## src/rtl/monitor_spi_master.sv

```systemverilog
// SPI mode-0 master that pulls one 40-bit {ADDR[23:0], DATA[15:0]} snapshot from the
// board Monitor per START request and presents it in parallel with a one-cycle VALID.
module monitor_spi_master #(
    parameter int unsigned CLKDIV = 4
) (
    input  logic        MCLK,
    input  logic        RESET_n,
    input  logic        START,
    input  logic        SPISO,
    output logic        SPICLK,
    output logic        SPISS_n,
    output logic        BUSY,
    output logic        VALID,
    output logic [23:0] ADDR_OUT,
    output logic [15:0] DATA_OUT
);

    localparam int unsigned DivW = (CLKDIV > 2) ? $clog2(CLKDIV) : 1;
    localparam logic [DivW-1:0] DivLast = DivW'(CLKDIV - 1);
    localparam logic [5:0] FrameBits = 6'd40;

    typedef enum logic [2:0] {
        StIdle,
        StSetup,
        StShiftLo,
        StShiftHi,
        StHold,
        StGap
    } state_e;

    state_e          state_q;
    logic [DivW-1:0] div_q;
    logic [5:0]      bit_cnt_q;
    logic [39:0]     shift_q;
    logic            div_last;

    assign div_last = (div_q == DivLast);

    always_ff @(posedge MCLK or negedge RESET_n) begin
        if (!RESET_n) begin
            state_q   <= StIdle;
            div_q     <= '0;
            bit_cnt_q <= '0;
            shift_q   <= '0;
            SPICLK    <= 1'b0;
            SPISS_n   <= 1'b1;
            BUSY      <= 1'b0;
            VALID     <= 1'b0;
            ADDR_OUT  <= '0;
            DATA_OUT  <= '0;
        end else begin
            VALID <= 1'b0;
            // Every non-idle phase lasts exactly CLKDIV cycles; the divider wraps on its last one.
            if (state_q != StIdle) begin
                div_q <= div_last ? '0 : div_q + 1'b1;
            end
            case (state_q)
                StIdle: begin
                    if (START) begin
                        state_q   <= StSetup;
                        SPISS_n   <= 1'b0;
                        BUSY      <= 1'b1;
                        div_q     <= '0;
                        bit_cnt_q <= '0;
                    end
                end
                StSetup: begin
                    if (div_last) begin
                        state_q <= StShiftLo;
                    end
                end
                StShiftLo: begin
                    if (div_last) begin
                        SPICLK    <= 1'b1;
                        shift_q   <= {shift_q[38:0], SPISO};
                        bit_cnt_q <= bit_cnt_q + 6'd1;
                        state_q   <= StShiftHi;
                    end
                end
                StShiftHi: begin
                    if (div_last) begin
                        SPICLK  <= 1'b0;
                        state_q <= (bit_cnt_q == FrameBits) ? StHold : StShiftLo;
                    end
                end
                StHold: begin
                    if (div_last) begin
                        SPISS_n  <= 1'b1;
                        ADDR_OUT <= shift_q[39:16];
                        DATA_OUT <= shift_q[15:0];
                        VALID    <= 1'b1;
                        state_q  <= StGap;
                    end
                end
                StGap: begin
                    if (div_last) begin
                        BUSY    <= 1'b0;
                        state_q <= StIdle;
                    end
                end
                default: begin
                    state_q <= StIdle;
                end
            endcase
        end
    end

endmodule
```

## config.mk

```make
export PLATFORM = sky130hd
export DESIGN_NAME = monitor_spi_master
export DESIGN_NICKNAME = d
export VERILOG_FILES = /design/src/rtl/monitor_spi_master.sv
export SDC_FILE = /design/constraint.sdc
export NUM_CORES = 1
export LEC_CHECK = 0
export CAP_MARGIN = 10
export CORE_UTILIZATION = 37
export DETAILED_ROUTE_END_ITERATION = 10
export SETUP_SLACK_MARGIN = 0.2
export SYNTH_ARGS = -nofsm -noshare
export SYNTH_HDL_FRONTEND = slang
export SYNTH_SLANG_ARGS = --single-unit
export TNS_END_PERCENT = 50
```

## constraint.sdc

```tcl
create_clock -name MCLK -period 2.35 [get_ports MCLK]
set_input_delay 0.47 -clock MCLK [delete_from_list [all_inputs] [get_ports MCLK]]
set_output_delay 0.47 -clock MCLK [all_outputs]
set_load 0.02 [all_outputs]
```

# Word level (Yosys, flattened, before mapping)
# Cells that the tools add are included.
# word_totals
reg_bits	95
# classes
n_reduce_logical	13
n_eq_ne	13
addsub	2
mux	24
# ops
cell	count
3-bit 2-to-1 mux	7
3-bit case mux with 6 select lines	1
6-bit 2-to-1 mux	2
2-bit != test, second input constant	6
6-bit case mux with 2 select lines	1
3-bit AND reduction	4
2-bit 2-to-1 mux	4
2-bit nonzero test	4
6-bit by 1-bit adder with 6-bit output, second input constant	1
3-bit by 2-bit == test with 1-bit output, second input constant	2
3-bit == test, second input constant	2
6-bit == test, second input constant	1
1-bit 2-to-1 mux	6
1-bit case mux with 2 select lines	3
6-bit AND reduction	1
2-bit AND reduction	2
3-bit by 1-bit == test with 1-bit output, second input constant	1
3-bit logical NOT	1
3-bit nonzero test	1
2-bit by 1-bit adder with 2-bit output, second input constant	1
2-bit == test, second input constant	1

# Depth between registers and ports, before layout
# Gate-level depths: netlist (run 1).
# depth
word_depth	5
depth_mapped	7

# Worst setup path before layout (run 1)
# No wires, ideal clock.
# synth_timing
path_kind	reg-to-reg
start	reg div_q[0]
end	reg ADDR_OUT[10]
arrival_time_ns	1.545
path_buffers	2
setup_ns	0.125
path_slack_ns	0.680
synth_period_minus_slack_ns	1.670
path_stages_with_launch	7
path_cell_list	dfrtp_1 > ha_1 > buf_2 > nand2_1 > nor3_2 > buf_2 > mux2_2
# synth_between
elab_chain_cells	2
# synth_rtl
item	line	text
from (decl)	32	logic [DivW-1:0] div_q;
from (signal assigned)	55	div_q <= div_last ? '0 : div_q + 1'b1;
2-bit == test	37	assign div_last = (div_q == DivLast);
2-bit AND reduction (no source line)	--	
to (signal assigned)	89	ADDR_OUT <= shift_q[39:16];
to (decl)	14	output logic [23:0] ADDR_OUT,
# Every way passes these cells.
# A chain may end at the register's enable or synchronous reset.

# Worst setup path after layout (run 1)
# layout_timing
start	reg SPISS_n
end	out SPISS_n
# layout_rtl
item	line	text
from (decl)	11	output logic SPISS_n,
from (signal assigned)	46	SPISS_n <= 1'b1;
from (signal assigned)	61	SPISS_n <= 1'b0;
from (signal assigned)	88	SPISS_n <= 1'b1;
# No word-level cell between the ends.

==> results.txt, run 1 <==
The number of hold violations in the final report is 0. Yosys mapped a number of flops with a built-in enable equal to 0. The count of yosys warnings during synthesis was 0.

Among all stages on the critical path, the largest delay is contributed by sky130_fd_sc_hd__clkdlybuf4s50_1. The worst min-delay path category was in -> async. Using the TritonRoute via totals, the vias-per-cell ratio works out to 4.61.

The library cell used most frequently in the layout, excluding fill and tap cells, is sky130_fd_sc_hd__nand2_1. Once detail routing completed, the nets flagged for antenna violations numbered 0. The most used flip-flop cell after synthesis is sky130_fd_sc_hd__dfrtp_1.

The post-route netlist has 18.2% of its cells at a drive strength greater than 1. Vertical extent of the die: 103 um. TritonCTS built the clock tree.

The worst setup path category is reg -> out. The share of the Yosys chip area taken by registers is 63.5%. Setup repair after global routing left no endpoint under its margin. The core region area was 9770 sq um; the maximum clock skew at final layout was 0.0126 ns. Sorting the synthesized cells by area gives the leading types as sky130_fd_sc_hd__dfrtp_1 63%, sky130_fd_sc_hd__nand2_1 13%, sky130_fd_sc_hd__mux2_2 12%. The endpoint kind of the worst setup timing path was an output pin. The die covers 10,500 sq um. The maximum ir drop on the vdd rail came out at 241 uV. In this run the worst path has a maximum fanout of 2. The design draws 3.35 mW. The data required time of the critical path is 1.88 ns. Type of origin of the critical path: a flip-flop. For the number of antenna diodes, the log shows 0.

Across all setup checks in the final design, the least slack found is 0.393 ns. Hold repair after CTS inserted 0 buffers. Number of maximum-capacitance constraint violations: 0. The total overflow left after global routing is 0. The clock passes through at most 2 buffers. At the later pin of the worst-skew pair, clock insertion delay measures 0.36 ns. In this run the static leakage power is 2.31 nW. Clock-pin slew was measured on the worst setup and hold paths at 0.10 ns.

The number of clock buffers added by TritonCTS is 9. The net count of the finished layout is 387. The power density over the cells is 732 nW/um^2. The placed wire-length estimate came out at 4220 um. Of the post-synthesis cell area, the dominant cell type holds 62.8%.

In this run the critical register-to-register path is launched from div_q[0]$_DFF_PN0_. The cell area after technology mapping came out at 3750 sq um. CTS built an H-tree with a depth of 3.

The max-slew violation total from the final report came out at 0. The run gives 38.3% as the initial standard-cell utilization of the core. Of the available clock period, the critical path in the final layout requires 83.3%.

For the worst slack at placement, the log shows 0.312 ns. The run gives 0.51 ns as the worst reg-to-reg setup slack. Entering global routing, the biggest net connects 44 pins. The count of routing violations after the opening detailed-route iteration came out at 81. The detail-routed net length per standard cell came out at 12.9 um. The flow ran to the end, and the final reports show no timing, DRC or antenna violations. Global routing used 14.1% of the available tracks. The number of global-route vias before repair is 2,307. The number of nets handed over by synthesis was 340. The width of the die works out to 103 um. The tools report the cell row count as 36.

The tools report the reg-to-reg critical path endpoint as DATA_OUT[9]$_DFFE_PN0P_. The tools report the number of vias in the routed layout as 2,387. The number of endpoints failing setup at the final stage is 0, and the number of antenna violations at the first check in global routing is 0. Wires add up to 6670 um. The number of sinks driven by the clock tree is 95.

The family with the most delay on the worst path was buffers and inverters. Routability-driven placement finished with a final weighted congestion of 0.695. The global-route wire length before repair came out at 11,300 um. Buffers added to address setup during post-CTS repair amount to 0.

Counting distinct cell types in the post-synthesis netlist gives 33. Summed over all failing endpoints, the final setup total negative slack is 0 ns. The tightest slew margin relative to the limit was 71.3%; the number of buffer and inverter stages on the critical path was 1. In the synthesized netlist, the number of instances is 333. The smallest clock period supported by the final layout is computed as 1.96 ns. The arrival time at the worst endpoint was 1.49 ns; the number of input and output port buffers inserted was 47. The top-level port count was 48. Clock tree synthesis selected as its root buffer the cell sky130_fd_sc_hd__clkbuf_8.

The synthesized design contains 95 register bits. At the pin with the least slew margin, the transition time is 0.430 ns. In the layout the commonest cells are 130 x sky130_fd_sc_hd__nand2_1, 94 x sky130_fd_sc_hd__dfrtp_1, 46 x sky130_fd_sc_hd__clkdlybuf4s50_1, 41 x sky130_fd_sc_hd__mux2_2, 9 x sky130_fd_sc_hd__clkbuf_8. The average instance in the mapped netlist occupies 11.3 sq um.

The biggest area contributor in the post-synthesis netlist is sky130_fd_sc_hd__dfrtp_1. The maximum clock frequency is 511 MHz. Area growth from synthesis to layout: 21.9%. Gates resized during post-CTS repair numbered 0. Counting cells, the worst reg-to-reg path comes to 5.

Traced cell by cell, the critical path runs through clkdlybuf4s50_1. The stage delay of the slowest cell on the critical path is 0.59 ns, and the number of remaining DRC errors is 0. The run gives 4 as the first-pass detailed-route iteration total.

Counting flops with an async set or reset pin after synthesis yields a share of 100%.
==> per-stage QoR <==
stage	utilization, %	instances	cell area (sq um)	hold slack [ns]
after detailed placement	44.9	502	4390	0.416
after global placement	44.9	502	4390	0.407
after CTS	46.7	518	4570	0.0105
final	46.7	518	4570	0.0101
after global routing	46.7	518	4570	0.0239
after floorplan	-	333	3750	0.174
==> layer usage <==
| layer | share of wire, % | vias up | global-route usage, % |
|---|---|---|---|
| met1 | 49 | 1164 | 19.4 |
| met3 | 3.3 | 9 | 3.05 |
| met4 | 1.8 | 0 | 6.59 |
| met5 | 0 | - | 0 |
| li1 | - | 1177 | - |
| met2 | 46 | 37 | 21.3 |
==> worst max path at each step <==
| stage | start | to | cells past startpoint |
|---|---|---|---|
| 2_1_floorplan | div_q[0]$_DFF_PN0_ | ADDR_OUT[10]$_DFFE_PN0P_ | 6 |
| 3_3_place_gp | START | bit_cnt_q[3]$_DFFE_PN0P_ | 4 |
| 3_5_place_dp | START | bit_cnt_q[3]$_DFFE_PN0P_ | 4 |
| 4_1_cts | SPISS_n$_DFFE_PN1P_ | SPISS_n | 1 |
| 5_1_grt | SPISS_n$_DFFE_PN1P_ | SPISS_n | 1 |
| 6_report | SPISS_n$_DFFE_PN1P_ | SPISS_n | 1 |
==> final cells by class <==
cell class | count | area (sq um)
inverters | 6 | 22.5
fillers | 921 | 5200
flip-flops and latches | 95 | 2380
multi-input cells | 213 | 1270
well taps | 133 | 166
clock inverters | 6 | 52.6
clock buffers | 10 | 128
repair buffers | 55 | 553
==> cell families (layout without fill, tap and decap cells) <==
kind of cell | count (synthesis) | in the layout | share of synthesized area [%]
muxes | 44 | 44 | 13.1
adders and majority gates | 3 | 3 | 1.00
buffers and inverters | 25 | 77 | 2.97
AOI/OAI and AO/OA | 16 | 16 | 2.77
and+or+nand+nor | 150 | 150 | 16.7
DFF | 95 | 95 | 63.5
==> where the power goes <==
part           leakage (nW)  internal [mW]  switching, mW
clock network        0.0850          0.400          0.590
registers              1.29           1.76          0.125
logic                 0.926          0.172          0.297
==> synth_stat cells (2+ instances only) <==
cell / number
sky130_fd_sc_hd__nand3b_1: 2
sky130_fd_sc_hd__nor3_1: 3
sky130_fd_sc_hd__nand3_1: 2
sky130_fd_sc_hd__nor2b_1: 2
sky130_fd_sc_hd__buf_1: 2
sky130_fd_sc_hd__nand2_1: 130
sky130_fd_sc_hd__a21o_1: 2
sky130_fd_sc_hd__clkbuf_1: 8
sky130_fd_sc_hd__dfrtp_1: 94
sky130_fd_sc_hd__buf_2: 8
sky130_fd_sc_hd__inv_1: 6
sky130_fd_sc_hd__mux2_2: 41
sky130_fd_sc_hd__a21oi_1: 2
sky130_fd_sc_hd__o21ai_0: 7
sky130_fd_sc_hd__nor2_1: 2
sky130_fd_sc_hd__mux2i_1: 3
sky130_fd_sc_hd__ha_1: 3
==> flip-flops by register name, indices dropped and copies added, names as in the netlist <==
register	count
SPISS_n	1
DATA_OUT	16
SPICLK	1
state_q	3
bit_cnt_q	6
shift_q	40
ADDR_OUT	24
VALID	1
div_q	2
BUSY	1
(Power assumes the default switching activity.)
==> run 2, diff against run 1 <==
Clock period 2.35 ns to 2 ns, I/O delays scaled along.
==> run 2 against run 1 <==
Effect of this change:
- utilization rose by 1.2 points
- setup slack got worse by 0.13 ns
- sequential cell count did not move
- final cell count rose by 1.4%
- die area did not move
- non-clock buffer count rose by 8
- routed wire length rose by 3.7%
- global-route usage rose by 0.38 points
- clock skew fell by 0.0054 ns
==> results.txt, run 2 (synthesis results as in run 1) <==
The signal on the critical path passes through clkdlybuf4s50_1. The number of antenna violations at the first check in global routing was 0. The worst pin sits at a relative slew slack of 68.6%. The die covers 10,500 sq um. TritonCTS created 9 clock buffers.

The tools report the arrival time at the worst endpoint as 1.34 ns. The number of maximum-capacitance constraint violations is 0. The number of global-route vias before repair came out at 2,455. Clock latency on the worst-skew pair: 0.35 ns.

The type of origin of the critical path was a flip-flop. The critical path is of the reg -> out type. For the placed wire-length estimate, the log shows 4150 um.

The number of input and output port buffers inserted works out to 47. The number of antenna diodes in the final layout is 0. The first global-routing pass estimated 11,700 um of wire.

The initial utilization of the core area, before any placement, comes to 38.3%. TritonCTS built the clock tree. Overflow left after global routing: 0.

The area growth from synthesis to layout is 24.9%, and the count of routing violations after the opening detailed-route iteration is 74. The fraction of final layout cells with drive strength greater than 1 is 19.6%. The kind of cell with the highest combined delay along the critical path is buffers and inverters. Clock-pin slew was measured on the worst setup and hold paths at 0.08 ns. After floorplanning, the core was sized to cover 9770 sq um. The flow ran to the end, and the final reports show no timing, DRC or antenna violations. The number of filler instances in the final layout is 923.

In the layout the commonest cells are 130 x sky130_fd_sc_hd__nand2_1, 94 x sky130_fd_sc_hd__dfrtp_1, 44 x sky130_fd_sc_hd__clkdlybuf4s50_1, 41 x sky130_fd_sc_hd__mux2_2, 12 x sky130_fd_sc_hd__buf_4. The tools report the final total negative setup slack as 0 ns. The largest registers in the layout are shift_q: 40 flops, ADDR_OUT: 24 flops, DATA_OUT: 16 flops.

In this run the power density over the cells is 873 nW/um^2. Flip-flop count of the largest register after layout: 40. The detail-routed net length per standard cell came out at 13.2 um. In the routed layout, each cell is associated on average with a via count of 4.66. The maximum fanout along the worst path was 2.

The stage delay of the slowest cell on the critical path works out to 0.61 ns. For the max-slew violation total from the final report, the log shows 0. STA classifies the critical path endpoint as an output pin.

Setup repair after global routing could not meet its margin everywhere. The logs give 2.38 nW for the leakage power summed over all cells and 0.00723 ns for the maximum clock skew at final layout. The floorplan step set the die height to 103 um. The number of hold violations in the final report is 0, and the share of the core filled with cells in the final layout is 47.9%. The routed design has 6910 um of wire. The data required time of the critical path was 1.60 ns; the cell row count was 36. The number of buffer and inverter stages on the critical path came out at 1. The number of remaining DRC errors is 0, and the number of endpoints failing setup at the final stage is 0. The register bank with the most flops is shift_q. The run gives 395 as the number of nets in the layout.

Once detail routing completed, the nets flagged for antenna violations numbered 0. The final critical path takes up 86.9% of the cycle. For this block, the via count after detailed routing is 2,445. On the critical path, the stage with the largest delay is an instance of sky130_fd_sc_hd__clkdlybuf4s50_1.

The first detailed-routing pass took 4 iterations. In this run the count of I/O pins placed on the die edge is 48. Counting every sink on the clock net gives 95.

The H-tree was split into 3 levels. The maximum clock frequency is 576 MHz, and the maximum ir drop on the vdd rail is 341 uV. The root cell of the clock tree is sky130_fd_sc_hd__clkbuf_8. From left edge to right edge, the die measures 103 um. The clock passes through at most 2 buffers. Leaving out fill and tap cells, the most frequent cell in the layout is sky130_fd_sc_hd__nand2_1. The smallest clock period supported by the final layout is computed as 1.74 ns. The tools report the overall fraction of global-route tracks in use as 14.5%. Entering global routing, the biggest net connects 47 pins. The min-delay analysis places its worst path in the category reg -> reg. The transition time of the tightest slew-check pin is 0.471 ns. The last weighted congestion value of the routability-driven placer is 0.776.
-- run 2: path summary, 6_finish.rpt --
| kind | cells past startpoint | slack, ns | from | to |
|---|---|---|---|---|
| worst max register to register | 5 | 0.28 | state_q[2]$_DFFE_PN0P_ | ADDR_OUT[23]$_DFFE_PN0P_ |
| max in group asynchronous | 3 | 0.86 | RESET_n | shift_q[17]$_DFFE_PN0P_ |
| min in group asynchronous | 2 | 0.54 | RESET_n | DATA_OUT[0]$_DFFE_PN0P_ |
| worst min-delay path | 2 | 0.49 | shift_q[34]$_DFFE_PN0P_ | shift_q[35]$_DFFE_PN0P_ |
| worst min register to register | 2 | 0.49 | shift_q[34]$_DFFE_PN0P_ | shift_q[35]$_DFFE_PN0P_ |
| worst max-delay path | 1 | 0.26 | ADDR_OUT[10]$_DFFE_PN0P_ | ADDR_OUT[10] |
-- run 2: where the power goes --
part / total [mW] / internal, mW / switching [mW]
sequential: 2.22 / 2.07 / 0.148
clock: 1.22 / 0.574 / 0.642
combinational: 0.652 / 0.273 / 0.379
-- run 2: through the flow --
step                total power, mW  instance area (sq um)  hold WS, ns  setup slack, ns  instances
floorplan                      2.62                   3750        0.104            0.330        333
CTS                            4.07                   4610        0.490            0.185        519
global route                   4.34                   4680        0.505            0.188        525
global placement               2.81                   4410        0.386           0.0439        503
finish                         4.09                   4680        0.488            0.263        525
detailed placement             2.83                   4410        0.389           0.0387        503
-- run 2: area by class of cell --
type	instances	area, sq um	area share, %
clock buffers	10	128	2.73
clock inverters	5	58.8	1.26
inverters	6	22.5	0.481
multi-input cells	213	1280	27.4
flip-flops and latches	95	2380	50.8
well taps	133	166	3.55
repair buffers	63	647	13.8
-- run 2: worst min-delay path, delay by kind of cell, from the launching register on --
kind	cells	cell delay, ns
flip-flops	1	0.36
AND/OR/NAND/NOR	2	0.10
-- run 2: layer usage --
layer | GRT usage [%] | wire [um] | vias to the layer above
li1 | - | - | 1185
met2 | 22.6 | 3220 | 29
met4 | 5.49 | 89 | 0
met3 | 4.07 | 220 | 10
met5 | 0 | 0 | -
met1 | 19.2 | 3380 | 1221
-- run 2: repair_timing --
| action | 4_1_cts | 5_1_grt |
|---|---|---|
| setup endpoints to repair | 41 | 36 |
| resized for setup | 2 | 2 |
| cloned | 0 | 1 |
| hold endpoints to repair | 1 | 0 |
| setup buffers | 0 | 5 |
| hold buffers | 1 | 0 |
| pin swaps | 0 | 2 |
==> run 3, diff against run 2 <==
Settings changed: SKIP_LAST_GASP set to 1.
==> results of run 3 <==
Same layout as run 2: the final DEF is identical, and so are final timing and power.
